### config.mk
export PLATFORM = sky130hd
export DESIGN_NAME = csrng_state_wb
export DESIGN_NICKNAME = d
export VERILOG_FILES = /design/src/rtl/csrng_state_wb.sv
export SDC_FILE = /design/constraint.sdc
export NUM_CORES = 2
export LEC_CHECK = 0
export CORE_MARGIN = 5
export CORE_UTILIZATION = 37
export CTS_CLUSTER_SIZE = 8
export DETAILED_ROUTE_END_ITERATION = 10
export GPL_ROUTABILITY_DRIVEN = 0
export GPL_TIMING_DRIVEN = 0
export PLACE_DENSITY = 0.55
export SLEW_MARGIN = 10
export SYNTH_ARGS = -nofsm -noshare
export SYNTH_HDL_FRONTEND = slang
export SYNTH_SLANG_ARGS = --single-unit
### constraint.sdc
create_clock -name clk_i -period 96 [get_ports clk_i]
set_clock_uncertainty 0.1 [all_clocks]
set_input_delay 19.2 -clock clk_i [delete_from_list [all_inputs] [get_ports clk_i]]
set_output_delay 19.2 -clock clk_i [all_outputs]
set_load 0.02 [all_outputs]
### src/rtl/csrng_state_wb.sv
// csrng_state_wb: write-back stage of the ctr_drbg pipeline.
// Takes the final key/V/reseed-count/fips result for each command. It checks
// whether the command is legal for the instance's current state and, if it is,
// writes the per-instance state database (NumApps entries). It returns one
// ack with a status per command, except for non-final GEN beats that succeed.
// It also provides a combinational read port into the database.
// Ports:
//   clk_i, rst_i        clock, asynchronous active-high reset
//   enable_i            block enable; low synchronously clears the FSM and the database
//   wb_req_i/wb_rdy_o   write-back handshake; the wb_* payload is captured on transfer
//   reseed_interval_i   maximum reseed count that GEN accepts
//   ack_o/ack_rdy_i     response handshake, with ack_sts_o and ack_inst_id_o
//   rd_inst_id_i        read address; rd_* return that entry, or zeros if out of range

package csrng_pkg;
  typedef enum logic [2:0] {
    INS = 3'd1,
    RES = 3'd2,
    GEN = 3'd3,
    UPD = 3'd4,
    UNI = 3'd5
  } acmd_e;

  typedef enum logic [2:0] {
    CMD_STS_SUCCESS             = 3'd0,
    CMD_STS_INVALID_ACMD        = 3'd1,
    CMD_STS_INVALID_GEN_CMD     = 3'd2,
    CMD_STS_INVALID_CMD_SEQ     = 3'd3,
    CMD_STS_RESEED_CNT_EXCEEDED = 3'd4
  } csrng_cmd_sts_e;
endpackage

module csrng_state_wb
  import csrng_pkg::*;
#(
  parameter int unsigned NumApps = 3,
  parameter int unsigned Cmd     = 3,
  parameter int unsigned StateId = 4,
  parameter int unsigned BlkLen  = 128,
  parameter int unsigned KeyLen  = 256,
  parameter int unsigned CtrLen  = 32
) (
  input  logic               clk_i,
  input  logic               rst_i,
  input  logic               enable_i,
  input  logic               wb_req_i,
  output logic               wb_rdy_o,
  input  logic [Cmd-1:0]     wb_ccmd_i,
  input  logic [StateId-1:0] wb_inst_id_i,
  input  logic               wb_glast_i,
  input  logic [KeyLen-1:0]  wb_key_i,
  input  logic [BlkLen-1:0]  wb_v_i,
  input  logic [CtrLen-1:0]  wb_rc_i,
  input  logic               wb_fips_i,
  input  logic [CtrLen-1:0]  reseed_interval_i,
  output logic               ack_o,
  input  logic               ack_rdy_i,
  output csrng_cmd_sts_e     ack_sts_o,
  output logic [StateId-1:0] ack_inst_id_o,
  input  logic [StateId-1:0] rd_inst_id_i,
  output logic               rd_valid_o,
  output logic [KeyLen-1:0]  rd_key_o,
  output logic [BlkLen-1:0]  rd_v_o,
  output logic [CtrLen-1:0]  rd_rc_o,
  output logic               rd_fips_o
);

  typedef enum logic [1:0] {ST_IDLE, ST_WB, ST_RSP} state_e;

  state_e state_q, state_d;

  // Captured command
  logic [Cmd-1:0]     ccmd_q;
  logic [StateId-1:0] id_q;
  logic               glast_q;
  logic [KeyLen-1:0]  key_in_q;
  logic [BlkLen-1:0]  v_in_q;
  logic [CtrLen-1:0]  rc_in_q;
  logic               fips_in_q;
  csrng_cmd_sts_e     sts_q;

  // State database
  logic               valid_q [NumApps];
  logic [KeyLen-1:0]  key_q   [NumApps];
  logic [BlkLen-1:0]  v_q     [NumApps];
  logic [CtrLen-1:0]  rc_q    [NumApps];
  logic               fips_q  [NumApps];

  logic           id_ok, ent_valid, cmd_known, is_ins, is_gen, is_uni, we;
  csrng_cmd_sts_e sts_d;

  assign wb_rdy_o      = enable_i && (state_q == ST_IDLE);
  assign ack_o         = (state_q == ST_RSP);
  assign ack_sts_o     = sts_q;
  assign ack_inst_id_o = id_q;

  assign is_ins    = (ccmd_q == Cmd'(INS));
  assign is_gen    = (ccmd_q == Cmd'(GEN));
  assign is_uni    = (ccmd_q == Cmd'(UNI));
  assign cmd_known = is_ins || is_gen || is_uni ||
                     (ccmd_q == Cmd'(RES)) || (ccmd_q == Cmd'(UPD));

  always_comb begin
    id_ok     = 1'b0;
    ent_valid = 1'b0;
    for (int unsigned i = 0; i < NumApps; i++) begin
      if (id_q == StateId'(i)) begin
        id_ok     = 1'b1;
        ent_valid = valid_q[i];
      end
    end
  end

  // Legality checks, first match wins; a write happens only on success
  always_comb begin
    sts_d = CMD_STS_SUCCESS;
    we    = 1'b0;
    if (!id_ok || !cmd_known) begin
      sts_d = CMD_STS_INVALID_ACMD;
    end else if (is_ins == ent_valid) begin
      sts_d = CMD_STS_INVALID_CMD_SEQ;
    end else if (is_gen && (rc_in_q > reseed_interval_i)) begin
      sts_d = CMD_STS_RESEED_CNT_EXCEEDED;
    end else begin
      we = 1'b1;
    end
  end

  always_comb begin
    state_d = state_q;
    unique case (state_q)
      ST_IDLE: if (wb_req_i && wb_rdy_o) state_d = ST_WB;
      // Intermediate GEN beats that succeed are not acknowledged
      ST_WB:   state_d = (is_gen && !glast_q && we) ? ST_IDLE : ST_RSP;
      ST_RSP:  if (ack_rdy_i) state_d = ST_IDLE;
      default: state_d = ST_IDLE;
    endcase
  end

  always_comb begin
    rd_valid_o = 1'b0;
    rd_key_o   = '0;
    rd_v_o     = '0;
    rd_rc_o    = '0;
    rd_fips_o  = 1'b0;
    for (int unsigned i = 0; i < NumApps; i++) begin
      if (rd_inst_id_i == StateId'(i)) begin
        rd_valid_o = valid_q[i];
        rd_key_o   = key_q[i];
        rd_v_o     = v_q[i];
        rd_rc_o    = rc_q[i];
        rd_fips_o  = fips_q[i];
      end
    end
  end

  always_ff @(posedge clk_i or posedge rst_i) begin
    if (rst_i) begin
      state_q   <= ST_IDLE;
      ccmd_q    <= '0;
      id_q      <= '0;
      glast_q   <= 1'b0;
      key_in_q  <= '0;
      v_in_q    <= '0;
      rc_in_q   <= '0;
      fips_in_q <= 1'b0;
      sts_q     <= CMD_STS_SUCCESS;
      for (int unsigned i = 0; i < NumApps; i++) begin
        valid_q[i] <= 1'b0;
        key_q[i]   <= '0;
        v_q[i]     <= '0;
        rc_q[i]    <= '0;
        fips_q[i]  <= 1'b0;
      end
    end else if (!enable_i) begin
      // The disable clear also drops any pending ack
      state_q   <= ST_IDLE;
      ccmd_q    <= '0;
      id_q      <= '0;
      glast_q   <= 1'b0;
      key_in_q  <= '0;
      v_in_q    <= '0;
      rc_in_q   <= '0;
      fips_in_q <= 1'b0;
      sts_q     <= CMD_STS_SUCCESS;
      for (int unsigned i = 0; i < NumApps; i++) begin
        valid_q[i] <= 1'b0;
        key_q[i]   <= '0;
        v_q[i]     <= '0;
        rc_q[i]    <= '0;
        fips_q[i]  <= 1'b0;
      end
    end else begin
      state_q <= state_d;
      if (wb_req_i && wb_rdy_o) begin
        ccmd_q    <= wb_ccmd_i;
        id_q      <= wb_inst_id_i;
        glast_q   <= wb_glast_i;
        key_in_q  <= wb_key_i;
        v_in_q    <= wb_v_i;
        rc_in_q   <= wb_rc_i;
        fips_in_q <= wb_fips_i;
      end
      if (state_q == ST_WB) begin
        sts_q <= sts_d;
        for (int unsigned i = 0; i < NumApps; i++) begin
          if (we && (id_q == StateId'(i))) begin
            valid_q[i] <= !is_uni;
            key_q[i]   <= is_uni ? '0 : key_in_q;
            v_q[i]     <= is_uni ? '0 : v_in_q;
            rc_q[i]    <= is_uni ? '0 : rc_in_q;
            fips_q[i]  <= is_uni ? 1'b0 : fips_in_q;
          end
        end
      end
    end
  end

endmodule

Word level (Yosys, flattened, before mapping). Index checks and enable logic that the tools add are counted.

Register bits: 1684. Input bits: 466. Output and inout port bits: 427. Word-level logic and storage cells: 145.

Magnitude comparators: 1. Eq/ne operators: 19. Mux-type cells: 77. Reduce and logical (&&, ||, !) cells: 24.

Operators with widths (count): 2-to-1 mux 256 bit (9); 2-to-1 mux 768 bit (2); 2-to-1 mux 128 bit (9); 2-to-1 mux 384 bit (2); 2-to-1 mux 32 bit (9); 2-to-1 mux 96 bit (2); 2-to-1 mux 3 bit (11); greater-than comparator 32 bit (1); 2-to-1 mux 1 bit (26); != test 2 x 1 -> 1 bit, second input constant (5); equality test 4 x 1 -> 1 bit, second input constant (2); equality test 4 x 2 -> 1 bit, second input constant (2); logical AND 1 bit (8); logical NOT 4 bit (2); 2-to-1 mux 2 bit (4); 2-to-1 mux 4 bit (2); AND reduction 2 bit (4); equality test 3 x 2 -> 1 bit, second input constant (2); equality test 3 bit, second input constant (2); != test 3 x 2 -> 1 bit, second input constant (2); case mux 2 bit (3 select lines) (1); logical OR 1 bit (5); logical NOT 1 bit (4); equality test 3 x 1 -> 1 bit, second input constant (1); other kinds (4) (4).

Logic depth before layout (Yosys ltp).
Word-level depth: 12. Gate-level depth with buffers: 12. Depth with buffers taken out: 8.

Worst setup path before layout. No wires, ideal clock.

Path type: in2out. From: input port rd_inst_id_i[1]. To: output port rd_key_o[135]. Arrival time: 20.832 ns. Data required time: 76.700 ns. Setup slack: 55.868 ns. Cell stages on the path: 6. Buffers on the path: 3. Path through: nor4b_1 clkbuf_1 clkbuf_1 clkbuf_1 a22oi_1 nand2_1.

Cells in the longest elaborated chain, start to end: 4. Elaborated cells between the ends (all ways): 6. Those cells by class: eq/ne (2); mux (3); reduce/logical (1).

Ends and longest elaborated chain: start: declaration (RTL line 60) `input logic [StateId-1:0] rd_inst_id_i,`; logical NOT 4 bit (RTL line 147) `if (rd_inst_id_i == StateId'(i)) begin`; 2-to-1 mux 256 bit (2 in a row) (RTL line 147); 2-to-1 mux 256 bit (*) (RTL line 147); end: declaration (RTL line 62) `output logic [KeyLen-1:0] rd_key_o,`.

Every way passes the cells marked *; elsewhere a longest branch is shown, timed or not.

Final worst setup path.
From: input port rd_inst_id_i[1]. To: output port rd_key_o[232].

The elaborated chain is that of the path after synthesis.

==> results.sh <==
export IMPL_status="finished, final reports clean"
export IMPL_fillers=19308
export IMPL_layout_cells_most_common_list="3370 x sky130_fd_sc_hd__nand2_1, 1684 x sky130_fd_sc_hd__dfrtp_1, 1255 x sky130_fd_sc_hd__mux2i_1, 892 x sky130_fd_sc_hd__clkdlybuf4s50_1, 421 x sky130_fd_sc_hd__clkbuf_1"
export IMPL_cpMaxStageDelayCell="sky130_fd_sc_hd__clkbuf_1"
export IMPL_synth_async_reset_ratio_pct=100.0
export IMPL_critical_path_arrival_ns=23.39
export IMPL_top_level_ports=893
export IMPL_tns_ns=0
export IMPL_design_die_area_mm2=0.2157
export IMPL_holdCritPathClass="register to register"
export IMPL_synth_seq_cells=1684
export IMPL_gr_usage_all_layers_pct=26.37
export IMPL_core_area_mm2=0.2050
export IMPL_rr_startpoint="rc_in_q[31]"
export IMPL_p_total_w=0.001586
export IMPL_starting_density_of_the_core_pct=37.27
export IMPL_critPathLaunch="rd_inst_id_i[1]"
export IMPL_synth_cell_area_mm2=0.07640
export IMPL_starting_drc_count_in_detailed_routing=4892
export IMPL_power_density_mw_per_mm2=16.61
export IMPL_critical_path_cell_chain="clkdlybuf4s50_1, nor4b_2, buf_4, clkbuf_2, clkbuf_1, clkbuf_1, a22oi_1, nand2_1, clkdlybuf4s50_1"
export IMPL_post_cts_repair_setup_buffers=0
export IMPL_clock_latency_ns=0.87
export IMPL_maximum_vdd_drop_uv=18.01
export IMPL_cts_htree_levels=4
export IMPL_clock_tree_from_tritoncts="built"
export IMPL_fraction_of_final_layout_cells_with_drive_strength_greater_than_1_pct=4.682
export IMPL_multi_input_comb_area_mm2=0.03169
export IMPL_post_drt_via_cell_ratio=5.294
export IMPL_finalCritPeriodShare_pct=44.46
export IMPL_postRouteWirelength_um=291300
export IMPL_clock_power_share_pct=46.2
export IMPL_slowest_delay_ns=0.97
export IMPL_route_vias_total=62421
export IMPL_first_global_vias=65262
export IMPL_required_ns=76.70
export IMPL_postSynth_topFlopCell="sky130_fd_sc_hd__dfrtp_1"
export IMPL_clk_pin_slew_ns=0.05
export IMPL_global_route_wire_length_before_repair_um=432500
export IMPL_grt_start_max_net_pins=121
export IMPL_max_freq_ghz=0.02343
export IMPL_place_detailed_hpwl_um=210000
export IMPL_number_of_placement_rows=166
export IMPL_p_leak_nw=44.85
export IMPL_setup_violations_final=0
export IMPL_netlist_instances=7912
export IMPL_finalHoldViolations=0
export IMPL_first_pass_iteration_count_of_the_detailed_router=5
export IMPL_die_x_um=464.4
export IMPL_p_seq_share_pct=46.3
export IMPL_chipHeight_um=464.4
export IMPL_finalMaxSlewViolations=0
export IMPL_post_cts_resized_instances=0
export IMPL_cell_internal_pwr_w=0.001188
export IMPL_ys_warn_count=0
export IMPL_regArea_mm2=0.04214
export IMPL_post_synth_num_cell_types=40
export IMPL_avgRoutedWirePerCell_um=24.71
export IMPL_syn_avg_cell_area_um2=9.657
export IMPL_synth_seq_area_share_pct=55.15
export IMPL_layout_commonest_cell="sky130_fd_sc_hd__nand2_1"
export IMPL_timing_max_cap_violations=0
export IMPL_worst_hold_startpoint="v_in_q[61]"
export IMPL_power_combinational_fraction_pct=7.5
export IMPL_route_antenna_remaining_nets=0
export IMPL_area_growth_pct=24.94
export IMPL_synth_enable_flop_cells=0
export IMPL_final_min_clock_period_ns=42.69
export IMPL_ctsHoldBuffers=0
export IMPL_cts_inserted_buffers=229
export IMPL_tightestPinTransition_ns=1.372
export IMPL_mappedNetlistNets=8410
export IMPL_power_share_switching_pct=25.07
export IMPL_total_overflow_reported_by_the_global_router=0
export IMPL_worst_path_max_fanout=10
export IMPL_slew_headroom_pct=8.531
export IMPL_clk_root_buffer_cell="sky130_fd_sc_hd__clkbuf_16"
export IMPL_endpoint_kind="output pin"
export IMPL_cts_sink_count=1684
export IMPL_critical_path_startpoint_type="input port"
export IMPL_finalNetCount=9556
export IMPL_max_clock_path_buffers=3
export IMPL_rsz_0062_raised_after_global_routing="no"
export IMPL_p_switching_w=0.0003975
export IMPL_drc_errors=0
export IMPL_port_buffers=892
export IMPL_worst_path_class_setup="input port to output pin"
export IMPL_antenna_found_initial=39
==> power by group through the flow <==
stage	Clock, W	Combinational, W	Sequential [W]
after floorplan	0	0.0000583	0.000745
after global placement	0	0.000117	0.000749
after detailed placement	0	0.000120	0.000745
after CTS	0.000747	0.000121	0.000734
after global routing	0.000774	0.000130	0.000735
final	0.000732	0.000119	0.000734
==> layout make-up <==
cell class | instances | area share, %
Antenna cell | 24 | 0.06292
Buffer | 605 | 2.611
Clock buffer | 238 | 6.128
Clock inverter | 13 | 0.2530
Inverter | 38 | 0.1573
Multi-Input combinational cell | 5585 | 33.19
Sequential cell | 1684 | 44.15
Tap cell | 2688 | 3.523
Timing Repair Buffer | 915 | 9.925
==> sequential cells by signal, summed over array words and instances (netlist names) <==
| register | flops |
|---|---|
| state_q | 2 |
| rc_q | 96 |
| ccmd_q | 3 |
| fips_q | 3 |
| rc_in_q | 32 |
| ack_inst_id_o | 4 |
| fips_in_q | 1 |
| key_in_q | 256 |
| key_q | 768 |
| valid_q | 3 |
| glast_q | 1 |
| ack_sts_o | 3 |
| v_q | 384 |
| v_in_q | 128 |
==> cells by family (layout without fill, tap and decap cells) <==
family,count (synthesis),after routing,share of synthesized area [%]
buf+inv,643,1809,3.419
mux,1255,1255,16.44
flops,1684,1684,55.15
compound gates,560,560,5.427
simple gates,3738,3738,19.03
other cells,0,24,0
fa+ha+maj,32,32,0.5240
==> cells in the mapped netlist (4+ instances only) <==
master	instances	share of area (%)
sky130_fd_sc_hd__nor2_1	4	0.020
sky130_fd_sc_hd__o211ai_1	4	0.039
sky130_fd_sc_hd__dfrtp_1	1684	55
sky130_fd_sc_hd__nand2_1	3370	17
sky130_fd_sc_hd__a21oi_1	15	0.098
sky130_fd_sc_hd__clkbuf_1	434	2.1
sky130_fd_sc_hd__mux2i_1	1255	16
sky130_fd_sc_hd__o21ai_0	10	0.066
sky130_fd_sc_hd__inv_1	38	0.19
sky130_fd_sc_hd__buf_4	6	0.059
sky130_fd_sc_hd__a22oi_1	419	4.1
sky130_fd_sc_hd__buf_1	39	0.19
sky130_fd_sc_hd__nand3_1	331	2.2
sky130_fd_sc_hd__nor2b_1	6	0.049
sky130_fd_sc_hd__a21boi_0	98	0.96
sky130_fd_sc_hd__ha_1	32	0.52
sky130_fd_sc_hd__nand4_1	10	0.082
sky130_fd_sc_hd__buf_2	123	0.81
==> metrics by stage <==
step / cell area [um2] / setup slack [ns] / cells / hold slack, ns / util (%)
floorplan: 76400 / 29.17 / 7912 / 0.3664 / -
global placement: 88700 / 9.041 / 11492 / 0.3831 / 43.27
detailed placement: 89310 / 53.23 / 11515 / 0.3842 / 43.56
CTS: 95400 / 53.23 / 11766 / 0.3976 / 46.54
global route: 95430 / 53.10 / 11779 / 0.4140 / 46.55
finish: 95460 / 53.31 / 11790 / 0.3938 / 46.56
==> final timing paths <==
path                                       to  slack (ns)  depth (start not counted)
worst max-delay path            rd_key_o[232]       53.31                          9
worst min-delay path               v_in_q[61]        0.39                          2
worst max register to register      key_q[18]       90.67                         10
worst min register to register     v_in_q[61]        0.39                          2
max in group asynchronous          key_q[268]       73.93                          7
min in group asynchronous       key_in_q[184]       18.79                          2
==> worst max-delay path: cells and delay by family <==
kind / cells / cell delay, ns
AO/OA/AOI/OAI: 1 / 0.20
buffers and inverters: 6 / 3.44
AND/OR/NAND/NOR: 2 / 0.51
==> metal layers <==
metal | up-vias | track usage (%) | wire length (um)
met4 | 14 | 10.26 | 12140
met2 | 2054 | 41.20 | 132000
met5 | - | 0 | 92
met3 | 434 | 5.755 | 20030
li1 | 28429 | - | -
met1 | 31490 | 35.89 | 127000
Power figures use the tool's default switching activity.
